--- config.mk ---
export PLATFORM = sky130hd
export DESIGN_NAME = uart_msg_decoder
export DESIGN_NICKNAME = d
export VERILOG_FILES = /design/src/rtl/uart_msg_decoder.sv
export SDC_FILE = /design/constraint.sdc
export NUM_CORES = 1
export LEC_CHECK = 0
export BUFFER_PORTS_ARGS = -buffer_cell sky130_fd_sc_hd__clkbuf_2
export CAP_MARGIN = 20
export CORE_MARGIN = 4
export CORE_UTILIZATION = 54
export DETAILED_ROUTE_END_ITERATION = 10
export GPL_TIMING_DRIVEN = 0
export PLACE_DENSITY = 0.85
export SYNTH_ARGS = -nofsm -noshare
export SYNTH_HDL_FRONTEND = slang
export SYNTH_SLANG_ARGS = --single-unit
--- constraint.sdc ---
create_clock -name clk -period 3.44 [get_ports clk]
set_clock_uncertainty 0.1 [all_clocks]
set_input_delay 0 -clock clk [delete_from_list [all_inputs] [get_ports clk]]
set_output_delay 0 -clock clk [all_outputs]
set_load 0.1 [all_outputs]
--- src/rtl/uart_msg_decoder.sv ---
// Decodes multiplayer UART bytes into one-hot command pulses, either as single
// characters or as checksummed SOF,CMD,ARG,CHK frames with inter-byte timeout.
module uart_msg_decoder #(
    parameter int unsigned              N_CMD     = 4,
    parameter logic [8*N_CMD-1:0]       CMD_CODES = (8*N_CMD)'(32'h50_52_48_4C),
    parameter int unsigned              FRAMED    = 1,
    parameter logic [7:0]               SOF       = 8'h3C,
    parameter int unsigned              TIMEOUT   = 50000,
    parameter int unsigned              CNT_W     = 8
) (
    input  logic             clk,
    input  logic             rst,
    input  logic             enable,
    input  logic             rx_done_tick,
    input  logic [7:0]       rx_data,
    output logic [N_CMD-1:0] cmd_hit,
    output logic [7:0]       cmd_arg,
    output logic             err,
    output logic [1:0]       err_code,
    output logic [CNT_W-1:0] err_cnt,
    output logic             busy
);

    localparam int unsigned TIMER_W = (TIMEOUT > 2) ? $clog2(TIMEOUT) : 1;

    localparam logic [1:0] S_IDLE    = 2'd0;
    localparam logic [1:0] S_GET_CMD = 2'd1;
    localparam logic [1:0] S_GET_ARG = 2'd2;
    localparam logic [1:0] S_GET_CHK = 2'd3;

    localparam logic [1:0] E_CHECKSUM = 2'd1;
    localparam logic [1:0] E_UNKNOWN  = 2'd2;
    localparam logic [1:0] E_TIMEOUT  = 2'd3;

    logic [1:0]         state_q,    state_d;
    logic [TIMER_W-1:0] timer_q,    timer_d;
    logic [7:0]         cmd_q,      cmd_d;
    logic [7:0]         arg_q,      arg_d;
    logic [N_CMD-1:0]   cmd_hit_q,  cmd_hit_d;
    logic [7:0]         cmd_arg_q,  cmd_arg_d;
    logic               err_q,      err_d;
    logic [1:0]         err_code_q, err_code_d;
    logic [CNT_W-1:0]   err_cnt_q,  err_cnt_d;
    logic               busy_q,     busy_d;

    logic [7:0]         lookup_byte;
    logic [N_CMD-1:0]   hit_vec;
    logic               hit_any;

    // Code lookup; scanning downward lets the lowest index win on duplicates.
    always_comb begin
        lookup_byte = (FRAMED != 0) ? cmd_q : rx_data;
        hit_vec     = '0;
        for (int i = N_CMD - 1; i >= 0; i--) begin
            if (lookup_byte == CMD_CODES[8*i +: 8]) begin
                hit_vec    = '0;
                hit_vec[i] = 1'b1;
            end
        end
        hit_any = |hit_vec;
    end

    always_comb begin
        state_d    = state_q;
        timer_d    = timer_q;
        cmd_d      = cmd_q;
        arg_d      = arg_q;
        cmd_hit_d  = '0;
        cmd_arg_d  = cmd_arg_q;
        err_d      = 1'b0;
        err_code_d = err_code_q;
        err_cnt_d  = err_cnt_q;

        if (!enable) begin
            state_d = S_IDLE;
            timer_d = '0;
        end else if (FRAMED == 0) begin
            if (rx_done_tick && hit_any) begin
                cmd_hit_d = hit_vec;
                cmd_arg_d = 8'h00;
            end
        end else begin
            if (rx_done_tick || state_q == S_IDLE) begin
                timer_d = '0;
            end else begin
                timer_d = timer_q + TIMER_W'(1);
            end

            case (state_q)
                S_IDLE: begin
                    if (rx_done_tick && rx_data == SOF) begin
                        state_d = S_GET_CMD;
                    end
                end
                S_GET_CMD: begin
                    // A repeated SOF restarts the frame instead of being taken as a command.
                    if (rx_done_tick && rx_data != SOF) begin
                        cmd_d   = rx_data;
                        state_d = S_GET_ARG;
                    end
                end
                S_GET_ARG: begin
                    if (rx_done_tick) begin
                        arg_d   = rx_data;
                        state_d = S_GET_CHK;
                    end
                end
                S_GET_CHK: begin
                    if (rx_done_tick) begin
                        state_d = S_IDLE;
                        if (rx_data != (cmd_q ^ arg_q)) begin
                            err_d      = 1'b1;
                            err_code_d = E_CHECKSUM;
                        end else if (hit_any) begin
                            cmd_hit_d = hit_vec;
                            cmd_arg_d = arg_q;
                        end else begin
                            err_d      = 1'b1;
                            err_code_d = E_UNKNOWN;
                        end
                    end
                end
                default: state_d = S_IDLE;
            endcase

            // A tick arriving on the last allowed cycle takes priority over the timeout.
            if (!rx_done_tick && state_q != S_IDLE && timer_q == TIMER_W'(TIMEOUT - 1)) begin
                state_d    = S_IDLE;
                timer_d    = '0;
                err_d      = 1'b1;
                err_code_d = E_TIMEOUT;
            end
        end

        if (err_d && err_cnt_q != {CNT_W{1'b1}}) begin
            err_cnt_d = err_cnt_q + CNT_W'(1);
        end

        busy_d = (state_d != S_IDLE);
    end

    always_ff @(posedge clk) begin
        if (rst) begin
            state_q    <= S_IDLE;
            timer_q    <= '0;
            cmd_q      <= '0;
            arg_q      <= '0;
            cmd_hit_q  <= '0;
            cmd_arg_q  <= '0;
            err_q      <= 1'b0;
            err_code_q <= '0;
            err_cnt_q  <= '0;
            busy_q     <= 1'b0;
        end else begin
            state_q    <= state_d;
            timer_q    <= timer_d;
            cmd_q      <= cmd_d;
            arg_q      <= arg_d;
            cmd_hit_q  <= cmd_hit_d;
            cmd_arg_q  <= cmd_arg_d;
            err_q      <= err_d;
            err_code_q <= err_code_d;
            err_cnt_q  <= err_cnt_d;
            busy_q     <= busy_d;
        end
    end

    assign cmd_hit  = cmd_hit_q;
    assign cmd_arg  = cmd_arg_q;
    assign err      = err_q;
    assign err_code = err_code_q;
    assign err_cnt  = err_cnt_q;
    assign busy     = busy_q;

endmodule

==> results of run 1 <==
==> power groups by stage <==
stage | logic (mW) | clock network (mW) | registers [mW]
finish | 0.0472 | 0.579 | 0.672
global route | 0.0508 | 0.623 | 0.671
CTS | 0.0471 | 0.594 | 0.672
detailed placement | 0.0378 | 0 | 0.687
global placement | 0.0375 | 0 | 0.687
floorplan | 0.0210 | 0 | 0.687
==> critical path: stages, from the launching register on <==
cell and delay [ns]:
sky130_fd_sc_hd__dfxtp_1 0.37, sky130_fd_sc_hd__ha_1 0.19, sky130_fd_sc_hd__and3_1 0.27, sky130_fd_sc_hd__and4_1 0.26
sky130_fd_sc_hd__nand3_1 0.25, sky130_fd_sc_hd__a2111oi_1 0.60, sky130_fd_sc_hd__xnor2_1 0.18, sky130_fd_sc_hd__nor2_1 0.05
==> synthesized netlist by cell type, types with 2 or more instances <==
| cell type | n |
|---|---|
| sky130_fd_sc_hd__nand4_1 | 4 |
| sky130_fd_sc_hd__nor3b_1 | 4 |
| sky130_fd_sc_hd__o21ai_0 | 2 |
| sky130_fd_sc_hd__xnor2_1 | 11 |
| sky130_fd_sc_hd__and4_1 | 5 |
| sky130_fd_sc_hd__nor3_2 | 2 |
| sky130_fd_sc_hd__dfxtp_1 | 58 |
| sky130_fd_sc_hd__nand3_1 | 12 |
| sky130_fd_sc_hd__nand2_1 | 33 |
| sky130_fd_sc_hd__a211oi_1 | 4 |
| sky130_fd_sc_hd__and3_1 | 5 |
| sky130_fd_sc_hd__mux2i_1 | 16 |
| sky130_fd_sc_hd__and2_1 | 2 |
| sky130_fd_sc_hd__xor2_1 | 8 |
| sky130_fd_sc_hd__nor4bb_1 | 2 |
| sky130_fd_sc_hd__xnor3_1 | 7 |
| sky130_fd_sc_hd__nor3_1 | 2 |
| sky130_fd_sc_hd__ha_1 | 2 |
| sky130_fd_sc_hd__inv_1 | 6 |
| sky130_fd_sc_hd__nor2_1 | 50 |
| sky130_fd_sc_hd__clkbuf_1 | 7 |
| sky130_fd_sc_hd__a21oi_1 | 15 |
==> cell type report <==
| type | count | area share (%) |
|---|---|---|
| Clock buffer | 13 | 5.66 |
| Multi-Input combinational cell | 204 | 44.0 |
| Clock inverter | 2 | 0.317 |
| Inverter | 6 | 0.713 |
| Tap cell | 67 | 2.65 |
| Buffer | 9 | 1.35 |
| Sequential cell | 58 | 36.8 |
| Timing Repair Buffer | 44 | 8.55 |
==> worst max path at each step <==
stage | from | to | slack (ns) | cells after the start
after floorplan | err_cnt[3] | err_cnt[7] | 1.19 | 5
after global placement | timer_q[0] | err_cnt[5] | 1.11 | 7
after detailed placement | timer_q[0] | err_cnt[7] | 1.07 | 7
after CTS | timer_q[0] | err_cnt[7] | 1.04 | 7
after global routing | timer_q[0] | err_cnt[5] | 0.79 | 7
final | timer_q[0] | err_cnt[7] | 1.05 | 7
==> registers in the layout (all words and copies together) (netlist names) <==
| signal | flops |
|---|---|
| timer_q | 16 |
| arg_q | 8 |
| cmd_arg | 8 |
| cmd_q | 8 |
| err_cnt | 8 |
| cmd_hit | 4 |
| err_code | 2 |
| state_q | 2 |
| busy | 1 |
| err | 1 |
==> layer usage <==
metal | part of all wire, % | up-vias | global-route usage, %
li1 | - | 1060 | -
met2 | 51 | 38 | 33.7
met3 | 4.5 | 9 | 7.77
met4 | 1.7 | 0 | 7.47
met1 | 43 | 980 | 21.4
met5 | 0 | - | 0
==> logic make-up (layout without fill, tap and decap cells) <==
logic type	count (synthesis)	in the layout	share of synthesized area, %
DFF	58	58	44.4
adders and majority gates	2	2	0.956
AOI/OAI and AO/OA	26	26	6.89
xor gates and xnor gates	27	27	13.3
muxes	16	16	6.12
buffers and inverters	15	74	2.49
and+or+nand+nor	133	133	25.9
==> results.toml, run 1 <==
[status]
outcome = "complete, no violations"

[die]
die_height_um = 77.6
floorplan.core_area_mm2 = 0.00472
floorplan.die.width_um = 77.6
top_level_pins = 36
start_util_pct = 55.4
die_area_mm2 = 0.00602
rows = 25

[clock_network]
cts_root_buf = "sky130_fd_sc_hd__clkbuf_8"
cts.sinks = 58
cts_repair_resize_count = 0
ctsHoldBuffers = 10
clk_pin_slew_worst_paths_ns = 0.06
cts_tree = "yes"
clock_path_buffers = 2
numCtsBuffers = 9
postCtsSetupBuffers = 0
worst_skew_pair.late_latency_ns = 0.33
htree_levels = 3

[power]
p_switching_uw = 269
maximum_ir_drop_on_the_vdd_rail_uv = 404
power.share.combinational_pct = 3.6
power.internal_mw = 1.03
power.density_cell_area_mw_per_mm2 = 411
clock_power_share_pct = 44.6
leakagePower_nw = 1.22
power.share.sequential_pct = 51.8
design_power_total_mw = 1.30
switching_share_pct = 20.8

[yosys]
synth_top_cell_by_area = "sky130_fd_sc_hd__dfxtp_1"
synth_top_area_share_pct = 44.4
ys_seq_elements = 58
post_synth_inst_count = 277
synth.top_cells.by_area = "sky130_fd_sc_hd__dfxtp_1 44%, sky130_fd_sc_hd__nor2_1 7.2%, sky130_fd_sc_hd__mux2i_1 6.1%"
netlist_area_mm2 = 0.00262
synth_sequential_area_ratio_pct = 44.4
synth_enable_flop_cells = 0
yosysWarningCount = 0
syn_nets = 291
postSynthAreaPerCell_um2 = 9.44
synth_async_sr_flop_share_pct = 0
ys.flop_type = "sky130_fd_sc_hd__dfxtp_1"
synth.distinct_cells = 42

[cells_and_area]
design_area_mm2 = 0.00316
seqCellArea_mm2 = 0.00116
finalNetCount = 346
finish.utilization_pct = 66.9
layout_cells_sized_above_1_pct = 17.6
antenna_cells_inserted = 0
filler_cell_count = 375
final_cells = 403
mostFrequentLayoutCells = "58 x sky130_fd_sc_hd__dfxtp_1, 50 x sky130_fd_sc_hd__nor2_1, 34 x sky130_fd_sc_hd__clkbuf_2, 33 x sky130_fd_sc_hd__nand2_1, 16 x sky130_fd_sc_hd__mux2i_1"
synthToLayoutAreaGrowth_pct = 20.8
layout_commonest_cell = "sky130_fd_sc_hd__dfxtp_1"
multi_input_comb_area_mm2 = 0.00139

[detailed_routing]
remaining_drc_errors = 0
post_drt_wl_per_cell_um = 13.2
postRouteWirelength_um = 5330
detailroute.via_count = 2087
drt-vias-per-instance = 5.18
drt_first_pass_iters = 4
drtAntennaViolNets = 0
dr.first_iter.drc_count = 71

[worst_setup_path]
reg2reg_from = "timer_q[0]"
worst-r2r-cell-count = 7
r2r_setup_slack_ns = 1.05
startpoint_type = "register"
rr_endpoint = "err_cnt[7]"
critical_path_required_ns = 3.55
end_kind = "register"
largest_fanout_of_any_net_on_the_critical_path = 8
criticalPathCategory = "reg2reg"
arrival_ns = 2.50

[worst_hold_path]
hold_path_class = "in2reg"
hold_end = "state_q[1]"
worstHoldPathCells = 4
hold_start = "enable"

[global_route]
grt_usage_pct = 19.5
vias_in_the_first_global_route = 2066
grt_start_max_net_pins = 11
grt_antenna_before_repair = 0
grt.overflow.total = 0
grt_first_pass_wirelength_um = 9180

[sta]
achievable-frequency_mhz = 419
final.setup.tns_ns = 0
tightestPinTransition_ns = 1.01
slew_violations = 0
timing.slew.headroom_pct = 32.6
final-setup-viol-count = 0
hold_viol = 0
unrepaired_setup_endpoints_after_global_routing = "no"
timing.final.crit_share_pct = 69.4
final_critical_path_setup_slack_ns = 1.05
hold_slack_ns = 0.0548
period_minus_slack_ns = 2.39

[place]
gp_routability_congestion = 0.829
portBuffers = 34
dpl.cell_count = 378
dp_hpwl_um = 3790
dp_worst_setup_slack_ns = 1.07
postPlaceCellArea_mm2 = 0.00287

[job]
max-cap-violations = 0
Power figures use the tool's default switching activity.
==> inputs of run 2 (changes only) <==
==> constraint.sdc (replaced) <==
create_clock -name clk -period 2.3 [get_ports clk]
set_clock_uncertainty 0.1 [all_clocks]
set_input_delay 0 -clock clk [delete_from_list [all_inputs] [get_ports clk]]
set_output_delay 0 -clock clk [all_outputs]
set_load 0.1 [all_outputs]
==> results.toml, run 2 (same netlist as run 1, synthesis figures left out) <==
[die]
top_level_pins = 36
die_area_mm2 = 0.00602
start_util_pct = 55.4
rows = 25
floorplan.core_area_mm2 = 0.00472
floorplan.die.width_um = 77.6
die_height_um = 77.6

[power]
power.internal_mw = 1.54
maximum_ir_drop_on_the_vdd_rail_uv = 604
power.share.combinational_pct = 3.7
p_switching_uw = 408
leakagePower_nw = 1.27
switching_share_pct = 21.0
clock_power_share_pct = 44.7
power.density_cell_area_mw_per_mm2 = 598
power.share.sequential_pct = 51.6

[worst_setup_path]
end_kind = "register"
arrival_ns = 2.28
rr_endpoint = "err_cnt[7]"
r2r_setup_slack_ns = 0.12
critPathSlowestCell = "sky130_fd_sc_hd__a2111oi_4"
criticalPathCategory = "reg2reg"
critical_path.n_buffers_inverters = 0
worst-r2r-cell-count = 7
startpoint_type = "register"
worst_path_cell_chain = "ha_1, and3_1, and4_1, nand3_4, a2111oi_4, xnor2_1, nor2_1"
reg2reg_from = "timer_q[0]"
critPathTopFamily = "simple AND/OR/NAND/NOR gates"
max_stage_delay_ns = 0.40
largest_fanout_of_any_net_on_the_critical_path = 8
critical_path_required_ns = 2.40

[detailed_routing]
dr.first_iter.drc_count = 116
postRouteWirelength_um = 5640
drt_first_pass_iters = 4
post_drt_wl_per_cell_um = 13.8
detailroute.via_count = 2146
drtAntennaViolNets = 0
remaining_drc_errors = 0
drt-vias-per-instance = 5.25

[job]
max-cap-violations = 0

[global_route]
grt_use_met1_pct = 21.4
grt_first_pass_wirelength_um = 9200
grt.met3_usage_pct = 7.77
grt.overflow.total = 0
grt_antenna_before_repair = 0
grt_usage_pct = 19.6
grt_start_max_net_pins = 11
groute.layer.met2.usage_pct = 33.8
vias_in_the_first_global_route = 2072
global_route.peak_usage_layer = "met2"

[sta]
slew_violations = 0
final-setup-viol-count = 0
tightestPinTransition_ns = 0.980
timing.final.crit_share_pct = 94.6
hold_viol = 0
final_critical_path_setup_slack_ns = 0.123
timing.slew.headroom_pct = 34.5
period_minus_slack_ns = 2.18
achievable-frequency_mhz = 459

[clock_network]
htree_levels = 3
cts_tree = "yes"
cts.sinks = 58
clock_path_buffers = 2
cts_root_buf = "sky130_fd_sc_hd__clkbuf_8"
worst_skew_pair.late_latency_ns = 0.34
numCtsBuffers = 9
clk_pin_slew_worst_paths_ns = 0.06

[place]
dp_worst_setup_slack_ns = -0.0661
portBuffers = 34
dp_hpwl_um = 3790
postPlaceCellArea_mm2 = 0.00287
dpl.cell_count = 378
gp_routability_congestion = 0.829

[cells_and_area]
antenna_cells_inserted = 0
filler_cell_count = 345
seqCellArea_mm2 = 0.00116
layout_cells_sized_above_1_pct = 19.9
final_cells = 409
multi_input_comb_area_mm2 = 0.00144
layout_commonest_cell = "sky130_fd_sc_hd__dfxtp_1"
registers.top_by_ff_count = "timer_q"
mostFrequentLayoutCells = "58 x sky130_fd_sc_hd__dfxtp_1, 50 x sky130_fd_sc_hd__nor2_1, 34 x sky130_fd_sc_hd__clkbuf_2, 33 x sky130_fd_sc_hd__nand2_1, 16 x sky130_fd_sc_hd__mux2i_1"
number_of_flip_flops_under_the_largest_register_name = 16
synthToLayoutAreaGrowth_pct = 24.4
finalNetCount = 352
finish.utilization_pct = 68.9
design_area_mm2 = 0.00326

[worst_hold_path]
worstHoldPathCells = 3
hold_start = "enable"
hold_path_class = "in2reg"
hold_end = "err"

[status]
outcome = "complete, no violations"
==> run 2: power by group through the flow <==
stage / clock network (mW) / registers (mW) / logic (mW)
floorplan: 0 / 1.03 / 0.0314
global placement: 0 / 1.03 / 0.0561
detailed placement: 0 / 1.03 / 0.0566
CTS: 0.889 / 1.00 / 0.0707
global route: 0.932 / 1.00 / 0.0776
finish: 0.869 / 1.00 / 0.0723
==> run 2: worst max-delay path by stage <==
stage               start    endpoint  slack [ns]  cells after the start
6_report       timer_q[0]  err_cnt[7]        0.12                      7
5_1_grt        timer_q[0]  err_cnt[7]       -0.02                      7
4_1_cts          cmd_q[0]  err_cnt[6]        0.05                      6
3_5_place_dp   timer_q[0]  err_cnt[7]       -0.07                      7
3_3_place_gp   timer_q[0]  err_cnt[5]       -0.03                      7
2_1_floorplan  err_cnt[3]  err_cnt[7]        0.05                      5
==> run 2: per-layer routing <==
layer / vias up / part of all wire, %
met3: 10 / 4.9
met4: 0 / 1.7
met1: 1004 / 42
li1: 1075 / -
met5: - / 0
met2: 57 / 51
==> run 2: area by class of cell <==
| class | instances | area share [%] |
|---|---|---|
| multi-input combinational | 204 | 44.3 |
| sequential | 58 | 35.7 |
| timing repair buffer | 50 | 9.68 |
| clock buffer | 13 | 5.50 |
| tap | 67 | 2.57 |
| buffer | 9 | 1.31 |
| inverter | 6 | 0.692 |
| clock inverter | 2 | 0.307 |
==> run 2: worst reg2reg max path: stages, from the launching register on <==
cell	delay, ns
sky130_fd_sc_hd__dfxtp_1	0.37
sky130_fd_sc_hd__ha_1	0.20
sky130_fd_sc_hd__and3_1	0.26
sky130_fd_sc_hd__and4_1	0.30
sky130_fd_sc_hd__nand3_4	0.16
sky130_fd_sc_hd__a2111oi_4	0.40
sky130_fd_sc_hd__xnor2_1	0.18
sky130_fd_sc_hd__nor2_1	0.07
==> run 2: what timing repair did <==
item / CTS / global route
endpoints found under the hold margin: 19 / 0
pin swaps: 0 / 3
gates resized for setup: 3 / 4
buffers inserted: 0 / 6
setup endpoints to repair: 3 / 9
hold buffers: 10 / 0
==> run 2: stage by stage <==
stage / power (mW) / hold slack [ns] / setup TNS, ns
2_1_floorplan: 1.06 / 0.0360 / 0
3_3_place_gp: 1.08 / 0.186 / -0.0261
3_5_place_dp: 1.08 / 0.191 / -0.110
4_1_cts: 1.96 / 0.0149 / 0
5_1_grt: 2.01 / 0.0238 / -0.0309
6_report: 1.95 / 0.0118 / 0
==> inputs of run 3 (changes only) <==
--- a/config.mk
+++ b/config.mk
@@ -8,10 +8,10 @@
 export BUFFER_PORTS_ARGS = -buffer_cell sky130_fd_sc_hd__clkbuf_2
 export CAP_MARGIN = 20
 export CORE_MARGIN = 4
-export CORE_UTILIZATION = 54
+export CORE_UTILIZATION = 45
 export DETAILED_ROUTE_END_ITERATION = 10
 export GPL_TIMING_DRIVEN = 0
-export PLACE_DENSITY = 0.85
+export PLACE_DENSITY = 0.74
 export SYNTH_ARGS = -nofsm -noshare
 export SYNTH_HDL_FRONTEND = slang
 export SYNTH_SLANG_ARGS = --single-unit
==> results.toml, run 3 (same netlist as run 1, synthesis figures left out) <==
[die]
die_area_mm2 = 0.00710
die_height_um = 84.3
top_level_pins = 36
rows = 27
floorplan.core_area_mm2 = 0.00557
floorplan.die.width_um = 84.3
start_util_pct = 46.9

[cells_and_area]
mostFrequentLayoutCells = "58 x sky130_fd_sc_hd__dfxtp_1, 50 x sky130_fd_sc_hd__nor2_1, 34 x sky130_fd_sc_hd__clkbuf_2, 33 x sky130_fd_sc_hd__nand2_1, 16 x sky130_fd_sc_hd__mux2i_1"
antenna_cells_inserted = 0
multi_input_comb_area_mm2 = 0.00142
seqCellArea_mm2 = 0.00116
layout_commonest_cell = "sky130_fd_sc_hd__dfxtp_1"
layout_cells_sized_above_1_pct = 19.8
finalNetCount = 353
filler_cell_count = 496
design_area_mm2 = 0.00329
final_cells = 415
number_of_flip_flops_under_the_largest_register_name = 16
synthToLayoutAreaGrowth_pct = 25.9
registers.top_by_ff_count = "timer_q"

[worst_setup_path]
max_stage_delay_ns = 0.57
end_kind = "register"
reg2reg_from = "cmd_q[0]"
r2r_setup_slack_ns = 0.13
critical_path.n_buffers_inverters = 2
worst_path_cell_chain = "or4b_4, o21bai_4, nor4_2, buf_6, buf_4, mux2i_1, nor2_1"
critPathTopFamily = "simple AND/OR/NAND/NOR gates"
critPathSlowestCell = "sky130_fd_sc_hd__or4b_4"
startpoint_type = "register"
worst-r2r-cell-count = 7
arrival_ns = 2.28
criticalPathCategory = "reg2reg"
timing.critical_path.from = "cmd_q[0]"
critical_path_required_ns = 2.41
rr_endpoint = "cmd_arg[2]"
largest_fanout_of_any_net_on_the_critical_path = 8

[global_route]
grt_usage_pct = 16.1
vias_in_the_first_global_route = 2042
grt_first_pass_wirelength_um = 9090
grt.overflow.total = 0
grt_antenna_before_repair = 0
grt_start_max_net_pins = 11

[sta]
hold_viol = 0
timing.final.crit_share_pct = 94.5
hold_slack_ns = 0.0628
final-setup-viol-count = 0
tightestPinTransition_ns = 0.738
achievable-frequency_mhz = 460
period_minus_slack_ns = 2.17
slew_violations = 0
timing.slew.headroom_pct = 50.5
unrepaired_setup_endpoints_after_global_routing = "yes"

[worst_hold_path]
worstHoldPathCells = 4
hold_path_class = "in2reg"
hold_start = "enable"
hold_end = "state_q[1]"

[clock_network]
cts_tree = "yes"
cts_root_buf = "sky130_fd_sc_hd__clkbuf_8"
htree_levels = 3
numCtsBuffers = 9
worst_skew_pair.late_latency_ns = 0.33
clk_pin_slew_worst_paths_ns = 0.06
cts.sinks = 58
clock_path_buffers = 2

[power]
switching_share_pct = 19.2
power.share.combinational_pct = 3.4
leakagePower_nw = 1.28
p_switching_uw = 405
power.internal_mw = 1.70
maximum_ir_drop_on_the_vdd_rail_uv = 458
clock_power_share_pct = 49.0
power.density_cell_area_mw_per_mm2 = 640
power.share.sequential_pct = 47.7

[detailed_routing]
drtAntennaViolNets = 0
dr.first_iter.drc_count = 69
postRouteWirelength_um = 5350
drt_first_pass_iters = 4
detailroute.via_count = 2115
remaining_drc_errors = 0
drt-vias-per-instance = 5.10
post_drt_wl_per_cell_um = 12.9

[place]
dp_hpwl_um = 3770
dpl.cell_count = 383
portBuffers = 34
postPlaceCellArea_mm2 = 0.00288
gp_routability_congestion = 0.754

[status]
outcome = "complete, no violations"

[job]
max-cap-violations = 0
## run 3: metal layers
metal  global-route usage, %  up-vias  routed length [um]
li1                        -     1077                   -
met1                    17.4      985                2370
met2                    27.9       43                2630
met3                    6.97       10                 289
met4                    5.70        0                  67
met5                       0        -                   0
## run 3: how the worst max path moves through the flow
stage                 end  depth (start not counted)
2_1_floorplan  err_cnt[7]                          5
3_3_place_gp   err_cnt[5]                          7
3_5_place_dp   err_cnt[5]                          7
4_1_cts        err_cnt[7]                          7
5_1_grt        err_cnt[5]                          7
6_report       cmd_arg[2]                          7
## run 3: what timing repair did
action | in CTS | in global routing
endpoints found under the hold margin | 19 | 0
hold buffers | 10 | 0
pin swaps | 0 | 2
gates resized for setup | 2 | 3
buffers inserted | 0 | 7
endpoints found under the setup margin | 2 | 11
## run 3: per-stage QoR
stage / setup slack [ns] / setup TNS (ns) / power [mW] / utilization (%)
floorplan: 0.0508 / 0 / 1.06 / -
global route: -0.00241 / -0.00241 / 2.18 / 59.1
CTS: 0.0199 / 0 / 2.13 / 57.5
finish: 0.128 / 0 / 2.11 / 59.1
global placement: -0.0331 / -0.0415 / 1.08 / 51.6
detailed placement: -0.0536 / -0.0730 / 1.08 / 51.6
## run 3: layout make-up
class,count,share of cell area [%]
repair buffers,51,10.2
multi-input cells,204,43.2
clock inverters,2,1.82
well taps,72,2.74
clock buffers,13,4.83
inverters,6,0.684
plain buffers,9,1.29
flip-flops and latches,58,35.3
## run 3: worst min-delay path: cells and delay by family
| family | cells | cell delay, ns |
|---|---|---|
| buffers and inverters | 1 | 0.14 |
| AO/OA/AOI/OAI | 1 | 0.05 |
| AND/OR/NAND/NOR | 2 | 0.26 |
## run 3: power by group through the flow
stage	combinational, mW	clock, mW	sequential [mW]
6_report	0.0707	1.03	1.00
5_1_grt	0.0771	1.10	1.00
2_1_floorplan	0.0314	0	1.03
3_5_place_dp	0.0568	0	1.03
4_1_cts	0.0707	1.06	1.00
3_3_place_gp	0.0567	0	1.03
